--- src/rtl/mem_unit_pkg.sv ---
// rtl/mem_unit_pkg.sv - shared encodings, FSM states and offset-width helper for the sub-word memory unit
package mem_unit_pkg;

    // req_size encodings
    localparam logic [1:0] SZ_BYTE = 2'b00;
    localparam logic [1:0] SZ_HALF = 2'b01;
    localparam logic [1:0] SZ_WORD = 2'b10;

    typedef enum logic [1:0] {
        ST_IDLE    = 2'b00,
        ST_RD_WAIT = 2'b01,
        ST_WRITE   = 2'b10,
        ST_RESP    = 2'b11
    } state_t;

    // Number of byte-offset bits inside one memory word.
    function automatic int off_w(input int data_w);
        return $clog2(data_w / 8);
    endfunction

endpackage

--- src/rtl/subword_lane.sv ---
// rtl/subword_lane.sv - byte/half lane extract+extend for loads and lane merge for stores
//
// Ports:
//   word        memory word (read data)
//   offset      byte offset of the access inside the word
//   size        SZ_BYTE / SZ_HALF / SZ_WORD
//   is_unsigned 1 zero-extend, 0 sign-extend (loads)
//   wdata       right-justified store data
//   load_data   extracted and extended load value
//   merged      word with the selected lane(s) replaced by wdata
module subword_lane
    import mem_unit_pkg::*;
#(
    parameter int DATA_W = 32,
    parameter int OFF_W  = 2
) (
    input  logic [DATA_W-1:0] word,
    input  logic [OFF_W-1:0]  offset,
    input  logic [1:0]        size,
    input  logic              is_unsigned,
    input  logic [DATA_W-1:0] wdata,
    output logic [DATA_W-1:0] load_data,
    output logic [DATA_W-1:0] merged
);

    logic [OFF_W+2:0]  shamt;
    logic [DATA_W-1:0] shifted;
    logic [DATA_W-1:0] lane_mask;

    assign shamt   = {offset, 3'b000};
    assign shifted = word >> shamt;

    always_comb begin
        load_data = shifted;
        lane_mask = '1;
        case (size)
            SZ_BYTE: begin
                load_data = {{(DATA_W-8){~is_unsigned & shifted[7]}}, shifted[7:0]};
                lane_mask = {{(DATA_W-8){1'b0}}, 8'hFF};
            end
            SZ_HALF: begin
                load_data = {{(DATA_W-16){~is_unsigned & shifted[15]}}, shifted[15:0]};
                lane_mask = {{(DATA_W-16){1'b0}}, 16'hFFFF};
            end
            default: begin
                load_data = shifted;
                lane_mask = '1;
            end
        endcase
    end

    // Clear the target lanes, then OR in the right-justified store data moved to them.
    assign merged = (word & ~(lane_mask << shamt)) | ((wdata & lane_mask) << shamt);

endmodule

--- src/rtl/subword_mem_unit.sv ---
// rtl/subword_mem_unit.sv - load/store unit with sub-word extract, RMW merge and misalignment flagging
//
// Ports:
//   clk, reset             clock, synchronous active-high reset
//   req_valid/req_ready    request handshake (ready only when idle)
//   req_write/size/unsigned/addr/wdata   request fields
//   resp_valid             one-cycle completion pulse
//   resp_rdata/resp_err    response data / misaligned-or-illegal flag, held until next response
//   mem_addr/mem_wr/mem_wdata/mem_rdata  word-wide single-port memory interface
module subword_mem_unit
    import mem_unit_pkg::*;
#(
    parameter int DATA_W  = 32,
    parameter int ADDR_W  = 32,
    parameter int MEM_LAT = 1
) (
    input  logic              clk,
    input  logic              reset,
    input  logic              req_valid,
    output logic              req_ready,
    input  logic              req_write,
    input  logic [1:0]        req_size,
    input  logic              req_unsigned,
    input  logic [ADDR_W-1:0] req_addr,
    input  logic [DATA_W-1:0] req_wdata,
    output logic              resp_valid,
    output logic [DATA_W-1:0] resp_rdata,
    output logic              resp_err,
    output logic [ADDR_W-1:0] mem_addr,
    output logic              mem_wr,
    output logic [DATA_W-1:0] mem_wdata,
    input  logic [DATA_W-1:0] mem_rdata
);

    localparam int OFF_W = off_w(DATA_W);
    localparam int CNT_W = $clog2(MEM_LAT + 1);

    state_t            state, state_nx;
    logic [CNT_W-1:0]  cnt;
    logic [1:0]        r_size;
    logic              r_unsigned;
    logic              r_write;
    logic [OFF_W-1:0]  r_offset;
    logic [DATA_W-1:0] r_wdata;

    logic              accept;
    logic              req_err;
    logic              rd_done;
    logic [DATA_W-1:0] load_data;
    logic [DATA_W-1:0] merged;

    assign accept  = req_valid && (state == ST_IDLE);
    assign rd_done = (state == ST_RD_WAIT) && (cnt == CNT_W'(MEM_LAT - 1));

    always_comb begin
        req_err = 1'b0;
        case (req_size)
            SZ_BYTE: req_err = 1'b0;
            SZ_HALF: req_err = req_addr[0];
            SZ_WORD: req_err = |req_addr[OFF_W-1:0];
            default: req_err = 1'b1;
        endcase
    end

    // FSM state register
    always_ff @(posedge clk) begin
        if (reset) begin
            state <= ST_IDLE;
        end else begin
            state <= state_nx;
        end
    end

    // FSM next state
    always_comb begin
        state_nx = state;
        case (state)
            ST_IDLE: begin
                if (req_valid) begin
                    if (req_err)
                        state_nx = ST_RESP;
                    else if (req_write && (req_size == SZ_WORD))
                        state_nx = ST_WRITE;
                    else
                        state_nx = ST_RD_WAIT;
                end
            end
            ST_RD_WAIT: begin
                if (rd_done)
                    state_nx = r_write ? ST_WRITE : ST_RESP;
            end
            ST_WRITE: state_nx = ST_RESP;
            default:  state_nx = ST_IDLE;
        endcase
    end

    // FSM outputs
    always_comb begin
        req_ready  = (state == ST_IDLE);
        resp_valid = (state == ST_RESP);
        mem_wr     = (state == ST_WRITE);
    end

    // Request capture, latency counter and registered outputs
    always_ff @(posedge clk) begin
        if (reset) begin
            cnt        <= '0;
            r_size     <= SZ_BYTE;
            r_unsigned <= 1'b0;
            r_write    <= 1'b0;
            r_offset   <= '0;
            r_wdata    <= '0;
            mem_addr   <= '0;
            mem_wdata  <= '0;
            resp_rdata <= '0;
            resp_err   <= 1'b0;
        end else begin
            case (state)
                ST_IDLE: begin
                    if (accept) begin
                        cnt        <= '0;
                        r_size     <= req_size;
                        r_unsigned <= req_unsigned;
                        r_write    <= req_write;
                        r_offset   <= req_addr[OFF_W-1:0];
                        r_wdata    <= req_wdata;
                        mem_addr   <= {req_addr[ADDR_W-1:OFF_W], {OFF_W{1'b0}}};
                        if (req_err) begin
                            resp_rdata <= '0;
                            resp_err   <= 1'b1;
                        end else if (req_write && (req_size == SZ_WORD)) begin
                            mem_wdata <= req_wdata;
                        end
                    end
                end
                ST_RD_WAIT: begin
                    cnt <= cnt + 1'b1;
                    if (rd_done) begin
                        if (r_write) begin
                            mem_wdata <= merged;
                        end else begin
                            resp_rdata <= load_data;
                            resp_err   <= 1'b0;
                        end
                    end
                end
                ST_WRITE: begin
                    resp_rdata <= '0;
                    resp_err   <= 1'b0;
                end
                default: ;
            endcase
        end
    end

    subword_lane #(
        .DATA_W (DATA_W),
        .OFF_W  (OFF_W)
    ) u_lane (
        .word        (mem_rdata),
        .offset      (r_offset),
        .size        (r_size),
        .is_unsigned (r_unsigned),
        .wdata       (r_wdata),
        .load_data   (load_data),
        .merged      (merged)
    );

endmodule

--- config.mk ---
export PLATFORM = sky130hd
export DESIGN_NAME = subword_mem_unit
export DESIGN_NICKNAME = d
export VERILOG_FILES = /design/src/rtl/mem_unit_pkg.sv /design/src/rtl/subword_lane.sv /design/src/rtl/subword_mem_unit.sv
export SDC_FILE = /design/constraint.sdc
export NUM_CORES = 1
export LEC_CHECK = 0
export BUFFER_PORTS_ARGS = -buffer_cell sky130_fd_sc_hd__buf_2
export CORE_UTILIZATION = 45
export DETAILED_ROUTE_END_ITERATION = 12
export HOLD_SLACK_MARGIN = 0.08
export PLACE_DENSITY = 0.68
export SLEW_MARGIN = 20
export SYNTH_ARGS = -nofsm -noshare
export SYNTH_HDL_FRONTEND = slang
export SYNTH_SLANG_ARGS = --single-unit
--- constraint.sdc ---
create_clock -name clk -period 3.1 [get_ports clk]
set_input_delay 0.93 -clock clk [delete_from_list [all_inputs] [get_ports clk]]
set_output_delay 0.93 -clock clk [all_outputs]
set_load 0.02 [all_outputs]
==> summary.md <==
| Metric | Value |
|---|---|
| Status | complete, no violations |
| Final setup margin | about 700 ps |
| Setup_tns | 0 ps |
| Fmax | 416 MHz |
| Final worst path period need | 2410 ps |
| Hold path startpoint | mem_addr[13] |
| Routed len/inst | between 15 and 20 um |
| Share of post-route cells with drive strength above 1 | 0.267 |
| Ys async rst share | 0 |
| Placer Congestion | between 0.8 and 0.9 |
| Global-route wire length before repair | about 33 mm |
| Initial DRC Count | 643 |
| Post-synth top area share | 0.405 |
| RSZ-0062 raised after global routing | no |
| Cts bufs inserted | 17 |
| CTS max path bufs | 2 |
| Final setup skew | around 12 ps |
| CP Capture Type | flip-flop |
| Leak Pwr | 3.46 nW |
| Final hold viol count | 0 |
| Dominant synthesized flop cell | dfxtp_1 |
| Chip width | between 100 and 150 um |
| Routed wire length | roughly 21 mm |
| Post-synthesis cell count | 857 |
| FF-to-FF path depth | 7 |
| Yosys warning count | 0 |
| Count of cell types in the netlist | between 50 and 60 |
| Largest net degree at the start of global routing | 67 |
| Max VDD drop | ~0.00058 V |
| Area leader, netlist | dfxtp_1 |
| Core ar. | approximately 0.015 mm^2 |
| Hold bufs inserted after CTS | 0 |
| NumNets Final | ~1100 |
| Vias in the first global route | roughly 6200 |
| Root buffer cell | clkbuf_16 |
| Hold path depth | 2 |
| Slew Limit Headroom | 0.338 |
| Slew of the pin with the lowest slew margin | 984 ps |
| # clock sinks | roughly 140 |
| Antenna violation net count after detailed routing | 0 |
| Pre-Repair DR Iteration Count | 5 |
| Clk_lat worst skew | ~430 ps |
| Reg-to-reg critical path endpoint | resp_rdata[8] |
| Critical path class | flip-flop to flip-flop |
| CTS tree | yes |
| Seq cells post-synth | 136 |
| Final slew viol count | 0 |
| GRT Residual Overflow | 0 |
| Pwr Total | around 7.7 mW |
| Synth Cell Area | about 0.0067 mm^2 |
| Post-DP HPWL | 14.8 mm |
| Std cell rows | 44 |
| Post-route insts no fill | about 1200 |
| Top-count cell post-synth | nand2_1 |
| Boundary pin count | just over 200 |
| Register-to-register setup slack | just under 700 ps |
| DRC Markers | 0 |
| Startpoint types | flip-flop |
| Post-CTS Setup Bufs | 0 |
| Crit Reg-Reg Startpoint | state[0] |
| Number of buffers added on ports | 200 |
| Initial antenna violation count | 2 |
| Pre-CTS WS | between 300 and 400 ps |
| Setup violations, final | 0 |
| Hold/Removal Path Class | flip-flop to flip-flop |
| DR vias | around 6900 |
| Die height | between 100 and 150 um |
| Area Overhead vs Synth | 26.0% |
| Average size of a mapped cell | about 7.8 um^2 |
| Starting Density | 0.462 |
| Final period util | 0.776 |
| Finished Core Util | 0.582 |
| Top cells by count, synth | nand2_1 (198), dfxtp_1 (136), a21oi_1 (110) |
| Pwr Density | 904 mW/mm^2 |
| H-tree Lvls | 4 |
| Max Cap Viol | 0 |
| Seq/Total Area, Yosys | 0.405 |
| Hold endpoint | mem_addr[13] |
| CP arrival | 2750 ps |
| All-layer global routing usage | 0.285 |
| Critical path fanouts, max | 11 |
| Inst Count DP | approximately 1200 |
| PostCTS Resize Cnt | 0 |
| Number of flops mapped to enable cells by yosys | 0 |
| Worst-path clk slew | 60 ps |
| CP required | 3440 ps |
| Synth top area cells | dfxtp_1 (41%), nand2_1 (11%), a21oi_1 (8.2%) |
| Die area | roughly 0.015 mm^2 |
| Via/cell ratio | about 5.7 |
## power by group
part	total [mW]	internal [mW]	switching (mW)
Combinational	2.91	0.978	1.93
Clock	2.33	1.51	0.821
Sequential	2.41	2.13	0.280
Total	7.65	4.62	3.03
## flip-flops by register name (all words and copies together), names as in the netlist
name	count
r_wdata	32
r_write	1
r_unsigned	1
cnt	1
r_offset	2
state	2
resp_rdata	32
mem_wdata	32
mem_addr	30
resp_err	1
r_size	2
## worst max-delay path: stages (launching register included)
cell and delay, ps:
dfxtp_1 380, inv_1 80, ha_1 330, nand2b_1 190, nand4b_1 190, nor2_2 450
o31ai_1 350, o31ai_1 330
## through the flow
| stage | hold WS [ps] | cell area (um^2) |
|---|---|---|
| 3_3_place_gp | 437 | 7780 |
| 3_5_place_dp | 445 | 7780 |
| 5_1_grt | 470 | 8460 |
| 2_1_floorplan | 436 | 6720 |
| 4_1_cts | 453 | 8460 |
| 6_report | 451 | 8460 |
## area by class of cell
cell class	count	area [um^2]
antenna	2	5.00
sequential	136	2730
clock inverter	15	249
tap	184	230
timing repair buffer	216	1150
multi-input combinational	639	3670
inverter	2	7.51
fill	1400	6070
clock buffer	17	425
## routing by layer
| layer | up-vias | track usage | part of all wire | wire, um |
|---|---|---|---|---|
| met3 | 49 | 0.0902 | 0.080 | 1720 |
| met2 | 283 | 0.440 | 0.45 | 9600 |
| li1 | 3353 | - | - | - |
| met5 | - | 0 | 0.00051 | 11 |
| met1 | 3166 | 0.366 | 0.44 | 9440 |
| met4 | 2 | 0.113 | 0.030 | 653 |
## how the worst max path moves through the flow
stage / from / end / cells past startpoint
after detailed placement: mem_rdata[23] / resp_rdata[15] / 5
after CTS: state[0] / req_ready / 3
final: state[0] / resp_rdata[8] / 7
after global routing: r_offset[0] / resp_rdata[15] / 3
after global placement: mem_rdata[23] / resp_rdata[15] / 5
after floorplan: req_addr[0] / mem_wdata[24] / 6
## layout by cell type (no fill, tap or decap), drive strengths merged, types with 5 or more instances in the layout
| cell | n |
|---|---|
| a211o | 7 |
| a211oi | 10 |
| a21oi | 110 |
| a221oi | 8 |
| a22oi | 5 |
| a311oi | 8 |
| a32oi | 7 |
| and3b | 7 |
| buf | 216 |
| bufinv | 6 |
| clkbuf | 17 |
| clkinv | 6 |
| dfxtp | 136 |
| mux2 | 9 |
| mux2i | 17 |
| nand2 | 199 |
| nand2b | 21 |
| nand3 | 16 |
| nand3b | 18 |
| nor2 | 44 |
| nor2b | 9 |
| nor3 | 11 |
| o2111ai | 16 |
| o211ai | 17 |
| o21ai | 36 |
| o21bai | 10 |
| o2bb2ai | 8 |
| o31ai | 9 |
| o41ai | 7 |
## cell families (layout without fill, tap and decap cells)
logic type | after synthesis | after routing | share of synthesized area
AND/OR/NAND/NOR | 339 | 339 | 0.230
AO/OA/AOI/OAI | 267 | 267 | 0.263
multiplexers | 26 | 26 | 0.0404
adder cells (fa/ha/maj) | 4 | 4 | 0.00745
flip-flops | 136 | 136 | 0.405
XOR/XNOR | 1 | 1 | 0.00130
buffers and inverters | 83 | 250 | 0.0509
other | 1 | 4 | 0.000558
No activity file was read; power rests on OpenSTA's default activity.
